## src/rtl/midi_pkg.sv

```systemverilog
// rtl/midi_pkg.sv - message/state types, byte-class constants and data-length helper for the MIDI parser
package midi_pkg;

  typedef enum logic [2:0] {
    NOTE_OFF = 3'd0,
    NOTE_ON  = 3'd1,
    POLY_AT  = 3'd2,
    CC       = 3'd3,
    PROG     = 3'd4,
    CHAN_AT  = 3'd5,
    PITCH    = 3'd6
  } msg_type_t;

  typedef enum logic [1:0] {
    ST_IDLE,
    ST_WAIT_D1,
    ST_WAIT_D2,
    ST_SYSEX
  } parse_state_t;

  localparam logic [7:0] STATUS_SYSEX = 8'hF0;
  localparam logic [7:0] STATUS_EOX   = 8'hF7;
  localparam logic [7:0] RT_BASE      = 8'hF8;

  // Program change and channel aftertouch carry one data byte; all other channel messages carry two.
  function automatic logic [1:0] data_len(input logic [7:0] status);
    return (status inside {[8'hC0:8'hDF]}) ? 2'd1 : 2'd2;
  endfunction

endpackage

```

## src/rtl/midi_byte_classify.sv

```systemverilog
// rtl/midi_byte_classify.sv - combinational MIDI byte classifier
module midi_byte_classify
  import midi_pkg::*;
(
  input  logic [7:0] din,
  output logic       is_data,
  output logic       is_chan_status,
  output logic       is_sysex,
  output logic       is_eox,
  output logic       is_syscommon,
  output logic       is_realtime
);

  assign is_data        = ~din[7];
  assign is_chan_status = din inside {[8'h80:8'hEF]};
  assign is_sysex       = (din == STATUS_SYSEX);
  assign is_eox         = (din == STATUS_EOX);
  assign is_syscommon   = din inside {[8'hF1:8'hF6]};
  assign is_realtime    = (din >= RT_BASE);

endmodule

```

## src/rtl/midi_msg_parser.sv

```systemverilog
// rtl/midi_msg_parser.sv - MIDI channel-voice parser with running status; MIDI_REALTIME_EN adds rt_valid/rt_byte
module midi_msg_parser
  import midi_pkg::*;
#(
  parameter bit         OMNI        = 1'b1,
  parameter logic [3:0] LISTEN_CH   = 4'd0,
  parameter bit         VEL0_IS_OFF = 1'b1
) (
  input  logic       clk,
  input  logic       rst,
  input  logic [7:0] byte_in,
  input  logic       byte_valid,
  output logic       msg_valid,
  output logic [2:0] msg_type,
  output logic [3:0] msg_chan,
  output logic [6:0] data1,
  output logic [6:0] data2,
  output logic [7:0] stray_cnt
`ifdef MIDI_REALTIME_EN
  ,
  output logic       rt_valid,
  output logic [7:0] rt_byte
`endif
);

  logic is_data, is_chan_status, is_sysex, is_eox, is_syscommon, is_realtime;

  midi_byte_classify u_classify (
    .din            (byte_in),
    .is_data        (is_data),
    .is_chan_status (is_chan_status),
    .is_sysex       (is_sysex),
    .is_eox         (is_eox),
    .is_syscommon   (is_syscommon),
    .is_realtime    (is_realtime)
  );

  parse_state_t state;
  logic [7:0]   run_status;
  logic [6:0]   d1;

  logic         msg_done;
  logic         chan_ok;
  msg_type_t    done_type;
  logic [6:0]   done_d1;
  logic [6:0]   done_d2;

  // Candidate message formed by the current byte; only committed when msg_done is set.
  always_comb begin
    done_d1   = d1;
    done_d2   = byte_in[6:0];
    done_type = msg_type_t'(run_status[6:4]);
    if (state == ST_WAIT_D1) begin
      done_d1 = byte_in[6:0];
      done_d2 = 7'd0;
    end
    if (VEL0_IS_OFF && done_type == NOTE_ON && done_d2 == 7'd0) begin
      done_type = NOTE_OFF;
    end
    msg_done = byte_valid && is_data &&
               ((state == ST_WAIT_D2) ||
                (state == ST_WAIT_D1 && data_len(run_status) == 2'd1));
  end

  assign chan_ok = OMNI || (run_status[3:0] == LISTEN_CH);

  always_ff @(posedge clk) begin
    if (rst) begin
      state      <= ST_IDLE;
      run_status <= 8'd0;
      d1         <= 7'd0;
      msg_valid  <= 1'b0;
      msg_type   <= 3'd0;
      msg_chan   <= 4'd0;
      data1      <= 7'd0;
      data2      <= 7'd0;
      stray_cnt  <= 8'd0;
`ifdef MIDI_REALTIME_EN
      rt_valid   <= 1'b0;
      rt_byte    <= 8'd0;
`endif
    end else begin
      msg_valid <= 1'b0;
`ifdef MIDI_REALTIME_EN
      rt_valid  <= 1'b0;
`endif
      if (byte_valid) begin
        if (is_realtime) begin
`ifdef MIDI_REALTIME_EN
          rt_valid <= 1'b1;
          rt_byte  <= byte_in;
`endif
        end else if (is_chan_status) begin
          run_status <= byte_in;
          state      <= ST_WAIT_D1;
        end else if (is_sysex) begin
          run_status <= 8'd0;
          state      <= ST_SYSEX;
        end else if (is_syscommon || is_eox) begin
          run_status <= 8'd0;
          state      <= ST_IDLE;
        end else if (is_data) begin
          unique case (state)
            ST_IDLE: begin
              if (stray_cnt != 8'hFF) stray_cnt <= stray_cnt + 8'd1;
            end
            ST_WAIT_D1: begin
              d1 <= byte_in[6:0];
              if (data_len(run_status) == 2'd2) state <= ST_WAIT_D2;
            end
            ST_WAIT_D2: state <= ST_WAIT_D1;
            default: ;
          endcase
        end
      end
      // Filtered-out channels still advance the parser but leave the held outputs alone.
      if (msg_done && chan_ok) begin
        msg_valid <= 1'b1;
        msg_type  <= done_type;
        msg_chan  <= run_status[3:0];
        data1     <= done_d1;
        data2     <= done_d2;
      end
    end
  end

endmodule

```

## config.mk

```make
export PLATFORM = sky130hd
export DESIGN_NAME = midi_msg_parser
export DESIGN_NICKNAME = d
export VERILOG_FILES = /design/src/rtl/midi_pkg.sv /design/src/rtl/midi_byte_classify.sv /design/src/rtl/midi_msg_parser.sv
export SDC_FILE = /design/constraint.sdc
export NUM_CORES = 1
export LEC_CHECK = 0
export BUFFER_PORTS_ARGS = -buffer_cell sky130_fd_sc_hd__buf_2
export CAP_MARGIN = 20
export CELL_PAD_IN_SITES_DETAIL_PLACEMENT = 1
export CELL_PAD_IN_SITES_GLOBAL_PLACEMENT = 1
export CORE_MARGIN = 5
export CORE_UTILIZATION = 32
export DETAILED_ROUTE_END_ITERATION = 7
export MAX_ROUTING_LAYER = met4
export PLACE_DENSITY = 0.71
export SYNTH_ARGS = -nofsm -noshare
export SYNTH_HDL_FRONTEND = slang
export SYNTH_SLANG_ARGS = --single-unit
```

## constraint.sdc

```tcl
create_clock -name clk -period 3.3 [get_ports clk]
set_input_delay 0.495 -clock clk [delete_from_list [all_inputs] [get_ports clk]]
set_output_delay 0.495 -clock clk [all_outputs]
set_load 0.03 [all_outputs]
```

==> key figures <==
Timing
  – Max Fclk: 475 MHz
  – Slew Limit Fails: 0
  – Final worst slack: 1.19 ns
  – Fin Setup TNS: 0 ns
  – Final Hold Viols: 0
  – Fin crit period: 2.11 ns
  – Worst Tran Pin Value: 0.683 ns
  – Period utilization: 63.8%
  – Setup violators final: 0
  – Setup Skew: 0.00963 ns
  – Final hold slack: 0.455 ns
  – RSZ-0062 raised after global routing: false
  – Slew Limit Headroom: 54.4%

Worst setup path
  – Kind of critical path: register to register
  – CP max stage cell: o21a_1
  – Worst R2R Setup Slack: 1.19 ns
  – Worst-path cell chain: inv_1 -> ha_1 -> buf_4 -> and4b_4 -> o21a_1 -> buf_4 -> o311ai_0 -> a21oi_1
  – Cell mode on critical path: buf_4
  – CP arrival: 2.34 ns
  – Worst EP required: 3.54 ns
  – Worst reg2reg path endpoint: msg_type[0]
  – Worst-path fanout max: 17
  – CP peak stage delay: 0.39 ns
  – CP Launch Type: register
  – R2R depth: 8
  – Crit. End Element: register
  – RR Startpoint: state[1]
  – Crit path launch: state[1]

Logic synthesis
  – Mean Syn Cell Area: 9.40 µm²
  – Count of flip-flops with a built-in enable after synthesis: 0
  – Synth warn: 0
  – Synth Instances: 207
  – Post-synthesis sequential area ratio: 48.4%
  – Yosys reg bits: 47
  – Top_reg_cell synth: dfxtp_1
  – Mapped Area: 1950 µm²
  – Library cells used by synthesis: 38
  – Syn_nets: 222
  – Post-synth ARST share: 0%

Power
  – Worst VDD drop: 0.216 mV
  – Pleak: 0.983 nW
  – Pwr per Cell Area: 460 nW/µm²

Clock tree
  – Postcts setup bufs: 0
  – Post-CTS Hold Buffers: 0
  – PostCTS Resize Cnt: 0
  – CTS max path bufs: 2
  – Clock transition at path regs: 0.09 ns
  – CTS buffer count: 5
  – Root Buffer: clkbuf_8
  – CTS sink cnt: 47
  – TritonCTS clock tree: yes
  – Clk_lat worst skew: 0.30 ns
  – Number of H-tree levels: 2

Finish
  – Layout cells sized above 1: 21.9%
  – Ant. Diodes: 0
  – Layout overhead on the synthesized area: 17.0%
  – # nets final: 261

Place
  – Port-buffer cells: 40
  – Pre-CTS setup slack: 1.20 ns
  – Gp weighted congestion: 0.804
  – HPWL after DPL: 3.38 mm

Route
  – Final ANT Viol Nets: 0
  – Final WL: 4.73 mm
  – Initial DRC count: 127
  – Pre-antenna DRT Iters: 4
  – Routed length per instance: 14.7 µm
  – Routed via count: 1611
  – Vias/cell: 5.00
  – Drt drc: 0

GRT
  – Gr ovfl total: 0
  – Largest net degree at the start of global routing: 33
  – Vias in the first global route: 1610
  – First-pass GRT wire length: 7.85 mm
  – Initial antenna violation count: 0
  – GR Util All Layers: 13.2%

Die
  – Die height: 88.0 µm
  – I/O Pins: 41
  – Rows: 28
  – Width of the die: 88.0 µm
  – Die footprint: 7740 µm²
  – Total core area: 5920 µm²
  – Initial Utilization: 32.9%

Worst hold path
  – Hold EP: msg_chan[0]
  – Hold_sp: msg_chan[0]
  – HP Class: register to register
  – Hold depth: 2

Run
  – Max_cap viols: 0

Outcome
  – Status: completed
[power by group]
part	total, mW	switching, mW	internal, mW
Combinational	0.121	0.0782	0.0424
Clock	0.334	0.189	0.145
Sequential	0.593	0.0101	0.583
Total	1.05	0.277	0.771
[worst max-delay path, delay by kind of cell, from the launching register on]
family                   cells  cell delay (ns)
buffers and inverters        3             0.60
flip-flops                   1             0.33
adder cells (fa/ha/maj)      1             0.13
AO/OA/AOI/OAI                3             0.68
AND/OR/NAND/NOR              1             0.29
[through the flow]
step                      total power, mW  cells  util, %  instance area (µm²)
after global placement              0.727    314     37.0                 2190
after CTS                            1.06    322     38.4                 2280
final                                1.05    322     38.4                 2280
after floorplan                     0.689    207        -                 1950
after detailed placement            0.728    314     37.0                 2190
after global routing                 1.10    322     38.4                 2280
[cell families (layout without fill, tap and decap cells)]
| family | Yosys count | in the layout | synth area share, % |
|---|---|---|---|
| and+or+nand+nor | 77 | 77 | 19.4 |
| muxes | 17 | 17 | 8.75 |
| DFF | 47 | 47 | 48.4 |
| xor gates and xnor gates | 4 | 4 | 1.80 |
| adders and majority gates | 4 | 4 | 2.57 |
| buffers and inverters | 14 | 54 | 4.18 |
| AOI/OAI and AO/OA | 44 | 44 | 15.0 |
[registers in the layout, summed over array words and instances, names as in the netlist]
| signal | count |
|---|---|
| data2 | 7 |
| stray_cnt | 8 |
| msg_type | 3 |
| msg_valid | 1 |
| msg_chan | 4 |
| state | 2 |
| run_status | 8 |
| data1 | 7 |
| d1 | 7 |
[layer usage]
metal | GRT usage (%) | vias up | share of wire, %
li1 | - | 812 | -
met2 | 20.2 | 26 | 44
met4 | 3.77 | 0 | 1.1
met5 | - | - | 0
met3 | 3.10 | 6 | 4.0
met1 | 17.5 | 767 | 51
[worst max-delay path by stage]
stage,endpoint,slack [ns],depth (start not counted)
finish,msg_type[0],1.19,8
global route,msg_type[0],0.98,8
CTS,msg_type[0],1.18,8
detailed placement,msg_type[0],1.20,8
global placement,msg_type[0],1.26,8
floorplan,stray_cnt[1],1.63,5
[placed cells by master, fill, tap and decap left out, drive strengths merged, types with 2 or more instances in the layout]
| cell type | n |
|---|---|
| a211oi | 8 |
| a21oi | 16 |
| a22o | 7 |
| and3 | 2 |
| buf | 43 |
| clkbuf | 5 |
| clkinv | 3 |
| dfxtp | 47 |
| ha | 4 |
| inv | 3 |
| mux2i | 17 |
| nand2 | 24 |
| nand3 | 2 |
| nand3b | 8 |
| nand4 | 4 |
| nor2 | 27 |
| nor3 | 2 |
| o21ai | 5 |
| xor2 | 4 |
[Yosys cell counts, drive strengths merged, types with 2 or more instances]
cell type | count | area, µm²
a21oi | 16 | 80.1
and3 | 2 | 12.5
o21ai | 5 | 28.8
nand3 | 2 | 10.0
a22o | 7 | 61.3
ha | 4 | 50.1
a211oi | 8 | 60.1
nor3 | 2 | 15.0
mux2i | 17 | 170
nor2 | 27 | 101
xor2 | 4 | 35.0
clkbuf | 5 | 18.8
buf | 6 | 51.3
nand2 | 24 | 90.1
nand3b | 8 | 60.1
inv | 3 | 11.3
dfxtp | 47 | 941
nand4 | 4 | 25.0
[cell type report]
| cell class | instances | area, µm² |
|---|---|---|
| inverter | 3 | 11.3 |
| tap | 75 | 93.8 |
| clock buffer | 5 | 68.8 |
| multi-input combinational | 146 | 923 |
| timing repair buffer | 43 | 223 |
| sequential | 47 | 941 |
| clock inverter | 3 | 15.0 |
| fill | 713 | 3640 |
Note: power is estimated with default switching activity, not from simulation.
